[config.mk]
export PLATFORM = sky130hd
export DESIGN_NAME = yurut_birim_zamanlayici
export DESIGN_NICKNAME = d
export VERILOG_FILES = /design/src/rtl/yurut_birim_zamanlayici.sv
export SDC_FILE = /design/constraint.sdc
export NUM_CORES = 1
export LEC_CHECK = 0
export BUFFER_PORTS_ARGS = -buffer_cell sky130_fd_sc_hd__buf_2
export CORE_UTILIZATION = 40
export DETAILED_ROUTE_END_ITERATION = 10
export PLACE_DENSITY = 0.64
export SKIP_LAST_GASP = 1
export SLEW_MARGIN = 30
export SYNTH_ARGS = -nofsm -noshare
export SYNTH_HDL_FRONTEND = slang
export SYNTH_SLANG_ARGS = --single-unit
[constraint.sdc]
create_clock -name clk_i -period 2.35 [get_ports clk_i]
set_clock_uncertainty 0.05 [all_clocks]
set_input_delay 0.3525 -clock clk_i [delete_from_list [all_inputs] [get_ports clk_i]]
set_output_delay 0.3525 -clock clk_i [all_outputs]
set_load 0.005 [all_outputs]
[src/rtl/yurut_birim_zamanlayici.sv]
// Execute-stage unit sequencer: retires single-cycle ops immediately, starts
// multi-cycle units, stalls decode while they run and reports the result owner.
module yurut_birim_zamanlayici #(
    parameter int unsigned ZAMAN_ASIMI = 64
) (
    input  logic       clk_i,
    input  logic       rst_ni,
    input  logic       gecerli_i,
    input  logic [2:0] birim_i,
    input  logic       yz_en_i,
    input  logic       bosalt_i,
    input  logic [3:0] bitti_i,
    output logic [3:0] baslat_o,
    output logic       iptal_o,
    output logic       durdur_o,
    output logic       mesgul_o,
    output logic       sonuc_gecerli_o,
    output logic [2:0] sonuc_birim_o,
    output logic       zaman_asimi_o
);
    // state | meaning
    // BOSTA | idle; single-cycle ops retire here, multi-cycle ops get started
    // BEKLE | multi-cycle unit running; decode stalled, watchdog counting
    // TAMAM | one-cycle exit; stall released so the held instruction leaves
    localparam int unsigned SW = $clog2(ZAMAN_ASIMI + 1);
    localparam logic [SW-1:0] SON_SAYI = SW'(ZAMAN_ASIMI - 1);

    typedef enum logic [1:0] {
        BOSTA = 2'd0,
        BEKLE = 2'd1,
        TAMAM = 2'd2
    } durum_t;

    durum_t        durum;
    logic [SW-1:0] sayac;
    logic [2:0]    aktif_birim;
    logic          zaman_doldu;

    logic cok_cevrim;
    logic tek_cevrim;
    logic kabul;
    logic aktif_bitti;

    // Unit code to start/done bit position; codes outside 1..4 map to nothing.
    function automatic logic [3:0] birim_maskesi(input logic [2:0] kod);
        case (kod)
            3'd1:    return 4'b0001;
            3'd2:    return 4'b0010;
            3'd3:    return 4'b0100;
            3'd4:    return 4'b1000;
            default: return 4'b0000;
        endcase
    endfunction

    // The AI unit is only treated as multi-cycle when it is enabled.
    assign cok_cevrim  = (birim_i == 3'd1) || (birim_i == 3'd2) || (birim_i == 3'd3) ||
                         ((birim_i == 3'd4) && yz_en_i);
    assign tek_cevrim  = (birim_i == 3'd0) || (birim_i == 3'd5) ||
                         ((birim_i == 3'd4) && !yz_en_i);
    assign kabul       = (durum == BOSTA) && gecerli_i && !bosalt_i;
    assign aktif_bitti = |(bitti_i & birim_maskesi(aktif_birim));

    // Stall must be visible in the accept cycle itself, hence combinational.
    assign durdur_o = rst_ni && ((durum == BEKLE) || (kabul && cok_cevrim));
    assign mesgul_o = (durum != BOSTA);

    always_ff @(posedge clk_i or negedge rst_ni) begin
        if (!rst_ni) begin
            durum           <= BOSTA;
            sayac           <= '0;
            aktif_birim     <= 3'd0;
            zaman_doldu     <= 1'b0;
            baslat_o        <= 4'b0000;
            iptal_o         <= 1'b0;
            sonuc_gecerli_o <= 1'b0;
            sonuc_birim_o   <= 3'd0;
            zaman_asimi_o   <= 1'b0;
        end else begin
            baslat_o        <= 4'b0000;
            iptal_o         <= 1'b0;
            sonuc_gecerli_o <= 1'b0;
            sonuc_birim_o   <= 3'd0;
            zaman_asimi_o   <= 1'b0;
            case (durum)
                BOSTA: begin
                    if (kabul) begin
                        if (cok_cevrim) begin
                            baslat_o    <= birim_maskesi(birim_i);
                            aktif_birim <= birim_i;
                            sayac       <= '0;
                            zaman_doldu <= 1'b0;
                            durum       <= BEKLE;
                        end else if (tek_cevrim) begin
                            sonuc_gecerli_o <= 1'b1;
                            sonuc_birim_o   <= birim_i;
                        end
                    end
                end
                BEKLE: begin
                    sayac <= sayac + SW'(1);
                    // Flush beats done, and done beats the watchdog.
                    if (bosalt_i) begin
                        iptal_o <= 1'b1;
                        durum   <= BOSTA;
                    end else if (aktif_bitti) begin
                        zaman_doldu <= 1'b0;
                        durum       <= TAMAM;
                    end else if (sayac == SON_SAYI) begin
                        zaman_doldu   <= 1'b1;
                        iptal_o       <= 1'b1;
                        zaman_asimi_o <= 1'b1;
                        durum         <= TAMAM;
                    end
                end
                TAMAM: begin
                    durum <= BOSTA;
                    if (bosalt_i) begin
                        iptal_o <= 1'b1;
                    end else if (!zaman_doldu) begin
                        sonuc_gecerli_o <= 1'b1;
                        sonuc_birim_o   <= aktif_birim;
                    end
                end
                default: durum <= BOSTA;
            endcase
        end
    end
endmodule

After elaboration in Yosys (flattened, before gate mapping). Index checks and enable logic that the tools add are counted.

Register bits: 23. Input port bits: 12. Output and inout port bits: 12.

$add $sub $neg: 1. Eq/ne operators: 17. Muxes and demuxes: 39. Bitwise logic cells: 1. Reduce and logical (&&, ||, !) cells: 23.

Operators with widths (count): case mux 4 bit (4 select lines) (2); two-way mux 1 bit (16); two-way mux 3 bit (5); two-way mux 7 bit (2); case mux 7 bit (2 select lines) (1); == test 3 x 2 -> 1 bit, second input constant (4); two-way mux 4 bit (3); two-way mux 2 bit (5); == test 3 bit, second input constant (3); AND reduction 3 bit (3); adder 7 x 1 -> 7 bit, second input constant (1); == test 7 x 6 -> 1 bit, second input constant (1); == test 3 x 1 -> 1 bit, second input constant (2); logical AND 1 bit (6); logical OR 1 bit (6); != test 2 bit, second input constant (3); case mux 1 bit (2 select lines) (3); case mux 3 bit (2 select lines) (1); AND reduction 5 bit (1); bitwise AND 4 bit (1); != test 4 x 3 -> 1 bit, second input constant (1); case mux 2 bit (2 select lines) (1); nonzero test 2 bit (2); OR reduction 4 bit (1); other kinds (6) (7).

Depth between registers and ports, before layout.
Depth after elaboration: 7. Gate-level depth with buffers: 9. Mapped depth without buffers: 7.

Worst setup path before layout. OpenSTA, ideal clock, no wires.

Path kind: reg-to-reg. Start point: register durum[1]. End point: register sayac[4]. Data arrival time: 1.833 ns. Required time: 2.178 ns. Slack: 0.345 ns. Cell stages (with the launch flop): 9. Buffers on the path: 2. Cell sequence: dfrtp_1 > inv_1 > ha_1 > buf_2 > nand3b_1 > a211o_1 > buf_6 > mux2i_1 > a2111oi_1.

Word-level cells in the longest chain between the ends: 5. Elaborated cells on any way between the ends: 9. Classes of those cells: eq/ne (3); mux (1); reduce/logical (5).

RTL lines: from (decl) (line 34) `durum_t durum;`; from (signal assigned) (line 69) `durum <= BOSTA;`; from (signal assigned) (line 92) `durum <= BEKLE;`; from (signal assigned) (line 104) `durum <= BOSTA;`; zero test 2 bit (line 60, 84); logical AND 1 bit (2 in series) (line 60) `assign kabul = (durum == BOSTA) && gecerli_i && !bosalt_i;`; != test 2 bit (no line); AND reduction 3 bit (no line); to (signal assigned) (line 100) `sayac <= sayac + SW'(1);`; to (decl) (line 35) `logic [SW-1:0] sayac;`.

Parallel ways exist; a longest one is shown, timed or not. A chain may end at the register's enable or synchronous reset.

Worst setup path after layout.
Start point: register durum[1]. End point: output port durdur_o.

Word-level cells in the longest chain between the ends: 6. Elaborated cells on any way between the ends: 7. Classes of those cells: eq/ne (1); reduce/logical (6).

RTL lines: zero test 2 bit (line 60); logical AND 1 bit (2 in series) (line 60); logical AND 1 bit (line 64) `assign durdur_o = rst_ni && ((durum == BEKLE) || (kabul && cok_cevrim));`; logical OR 1 bit (*) (line 64); logical AND 1 bit (*) (line 64); to (decl) (line 15) `output logic durdur_o,`.

Mark *: on every way between the ends. The rest lies on a longest branch, timed or not.

==> results.toml <==
[global_route]
grt_start_max_net_pins = 24
grt_pass1_wl_um = 4250
grt_pass1_vias = 950
grt_antenna_before_repair = 0
grt_use_total_pct = 16.5
grt_overflow = 0

[die]
rows = 19
io_pins = 24
die_area_um2 = 3300
fp.dieW_um = 57.5
core-area_um2 = 2830
initial_utilization_pct = 43.5
dieHeight_um = 57.5

[synth]
syn_area_um2 = 1230
syn-mean-instance-area_um2 = 10.1
synth.distinct_cells = 46
synthFlopType = "dfrtp_1"
async_reset_ff_share_pct = 100
ys_seq_area_share_pct = 46.8
ys_seq_elements = 23
synth-edff-count = 0
syn_inst = 122
yosysWarningCount = 0
synth_nets = 138

[critical_path]
start_kind = "flip-flop"
path_cells = "inv_1 > ha_1 > nand3b_1 > a211oi_4 > o21a_1 > buf_2"
cpMaxStageDelayCell = "dfrtp_1"
crit_required_ns = 1.95
crit_family = "compound AO/OA/AOI/OAI gates"
crit_path_end_kind = "primary output"
crit-reg2reg-launch = "durum[1]"
cp.arrival_ns = 1.80
cp-startpoint = "durum[1]"
cp_max_fo = 6
crit_type = "reg -> out"
cp_slowest_stage_delay_ns = 0.44
critPathBufInv = 2

[drt]
first_iter_violations = 28
num_vias = 1003
first_pass_iters = 9
drc = 1
totalWireLength_um = 2540
viasPerCell = 5.57
wl_per_cell_um = 14.1
antenna_left = 0

[sta]
tightest_slew_ns = 0.595
post-route-min-period_ns = 2.21
finalSetupTns_ns = 0
finalMaxSlewViolations = 0
slew_headroom_pct = 60.3
rsz0062_at_grt = "false"
timing.final.hold_violations = 0
fin_crit_sh_pct = 93.9
setup_slack_ns = 0.144
setup_violations = 0
timing.fmax_mhz = 453

[cts]
cts_made_buffers = 3
cts.sinks = 23
root_buffer = "clkbuf_4"
clk_pin_slew_ns = 0.13
clk-insertion-delay-late_ns = 0.31
cts_tree = "done"
clockBufferDepth = 2
cts_htree_levels = 1

[final_layout]
areaGrowthSynthToFinish_pct = 15.8
n_antenna_cell = 0
postLayoutCoreUtil_pct = 50.3
num-fill-cells = 263
nNetsFinal = 166
layout-drive-gt1-share_pct = 26.8

[power]
p_per_area_nw_per_um2 = 856
seqPwrFrac_pct = 45.0
clkPwrFrac_pct = 15.7
p_leak_nw = 0.697
power.share.switching_pct = 38.6
p_int_mw = 0.748
pwr-share-comb_pct = 39.3
max-vdd-ir-drop_uv = 383
netSwitchingPower_mw = 0.470

[placement]
port_buffers = 23
pre_cts_ws_ns = 0.205
gp_congestion = 0.816
post-dp-hpwl_um = 1840

[run_status]
status = "finished with violations"
failed_checks = "DRC"

[run]
drv_cap = 0

[hold_path]
worst_hold_path_type = "in -> reg"
min_from = "birim_i[1]"
[state kept, by name, indices dropped and copies added, names as in the netlist]
name,cells
iptal_o,1
zaman_doldu,1
sayac,7
sonuc_gecerli_o,1
durum,2
zaman_asimi_o,1
baslat_o,4
sonuc_birim_o,3
aktif_birim,3
[cells in the final DEF (no fill, tap or decap), types with 2 or more instances in the layout]
cell       Yosys  layout
o21ai_0        3       3
and3_1         2       2
nand2_1       12      12
o21a_1         2       2
and2_1         2       2
a32o_1         2       2
nor3_1         5       5
buf_4          0       4
clkbuf_4       0       3
mux2i_1        4       4
o21ai_1        2       2
nand3_1        2       2
a21oi_1        6       6
ha_1           4       4
dfrtp_1       23      23
nand2b_1       2       2
nor3b_1        3       3
inv_1          4       4
buf_2          3      23
nand3b_1       2       2
a21o_1         3       3
nor2_1         9       9
a2bb2oi_1      2       2
[per-layer routing]
layer / up-vias / share of wire (%) / global-route usage (%)
li1: 492 / - / -
met1: 488 / 51 / 24.2
met2: 21 / 46 / 24.4
met3: 2 / 3.1 / 2.27
met4: 0 / 0.67 / 6.97
met5: - / 0 / 0
[power by group through the flow]
stage / logic, mW / clock network [mW] / registers [mW]
6_report: 0.479 / 0.192 / 0.548
3_5_place_dp: 0.467 / 0 / 0.556
4_1_cts: 0.473 / 0.200 / 0.548
5_1_grt: 0.542 / 0.212 / 0.562
3_3_place_gp: 0.463 / 0 / 0.551
2_1_floorplan: 0.337 / 0 / 0.544
[metrics by stage]
stage	total power, mW	instances	area (um2)	hold slack, ns
2_1_floorplan	0.880	122	1230	0.00691
3_3_place_gp	1.01	173	1370	0.351
3_5_place_dp	1.02	173	1370	0.345
4_1_cts	1.22	178	1410	0.190
5_1_grt	1.32	180	1420	0.182
6_report	1.22	180	1420	0.210
[worst reg2reg max path, stage by stage (launching register included)]
cell,delay (ns)
dfrtp_1,0.44
inv_1,0.09
ha_1,0.18
nand3b_1,0.22
a211o_1,0.46
mux2i_1,0.19
a2111oi_1,0.41
[cells by family (layout without fill, tap and decap cells)]
kind of cell / after synthesis / in the layout / synth area share [%]
multiplexers: 4 / 4 / 3.26
AND/OR/NAND/NOR: 48 / 48 / 21.3
adder cells (fa/ha/maj): 4 / 4 / 4.07
AO/OA/AOI/OAI: 33 / 33 / 20.7
buffers and inverters: 10 / 37 / 3.97
flip-flops: 23 / 23 / 46.8
[synthesized netlist by cell type, types with 2 or more instances]
| library cell | n | area share [%] |
|---|---|---|
| a21o_1 | 3 | 1.8 |
| a21oi_1 | 6 | 2.4 |
| a2bb2oi_1 | 2 | 1.4 |
| a32o_1 | 2 | 1.6 |
| and2_1 | 2 | 1.0 |
| and3_1 | 2 | 1.0 |
| buf_2 | 3 | 1.2 |
| dfrtp_1 | 23 | 47 |
| ha_1 | 4 | 4.1 |
| inv_1 | 4 | 1.2 |
| mux2i_1 | 4 | 3.3 |
| nand2_1 | 12 | 3.7 |
| nand2b_1 | 2 | 1.0 |
| nand3_1 | 2 | 0.81 |
| nand3b_1 | 2 | 1.2 |
| nor2_1 | 9 | 2.7 |
| nor3_1 | 5 | 2.0 |
| nor3b_1 | 3 | 1.8 |
| o21a_1 | 2 | 1.2 |
| o21ai_0 | 3 | 1.2 |
| o21ai_1 | 2 | 0.81 |
[timing repair]
item                       in CTS  in global routing
resized for setup               0                  0
hold endpoints to repair       23                  0
hold buffers                    1                  0
setup endpoints to repair       0                  1
setup buffers                   0                  2
[worst paths after layout]
check / endpoint / slack [ns] / depth (start not counted)
min in group asynchronous: iptal_o / 0.53 / 3
max in group asynchronous: durum[1] / 1.48 / 3
worst max register to register: sayac[4] / 0.21 / 6
worst min register to register: sayac[0] / 0.48 / 1
worst max-delay path: durdur_o / 0.14 / 6
worst min-delay path: baslat_o[0] / 0.21 / 2
[cell type report]
type	count	area, um2	area share, %
Multi-Input combinational cell	89	606	42.5
Clock buffer	3	22.5	1.58
Inverter	5	18.8	1.32
Timing Repair Buffer	28	155	10.9
Clock inverter	1	7.51	0.527
Sequential cell	23	576	40.4
Tap cell	31	38.8	2.72
(Power assumes the default switching activity.)
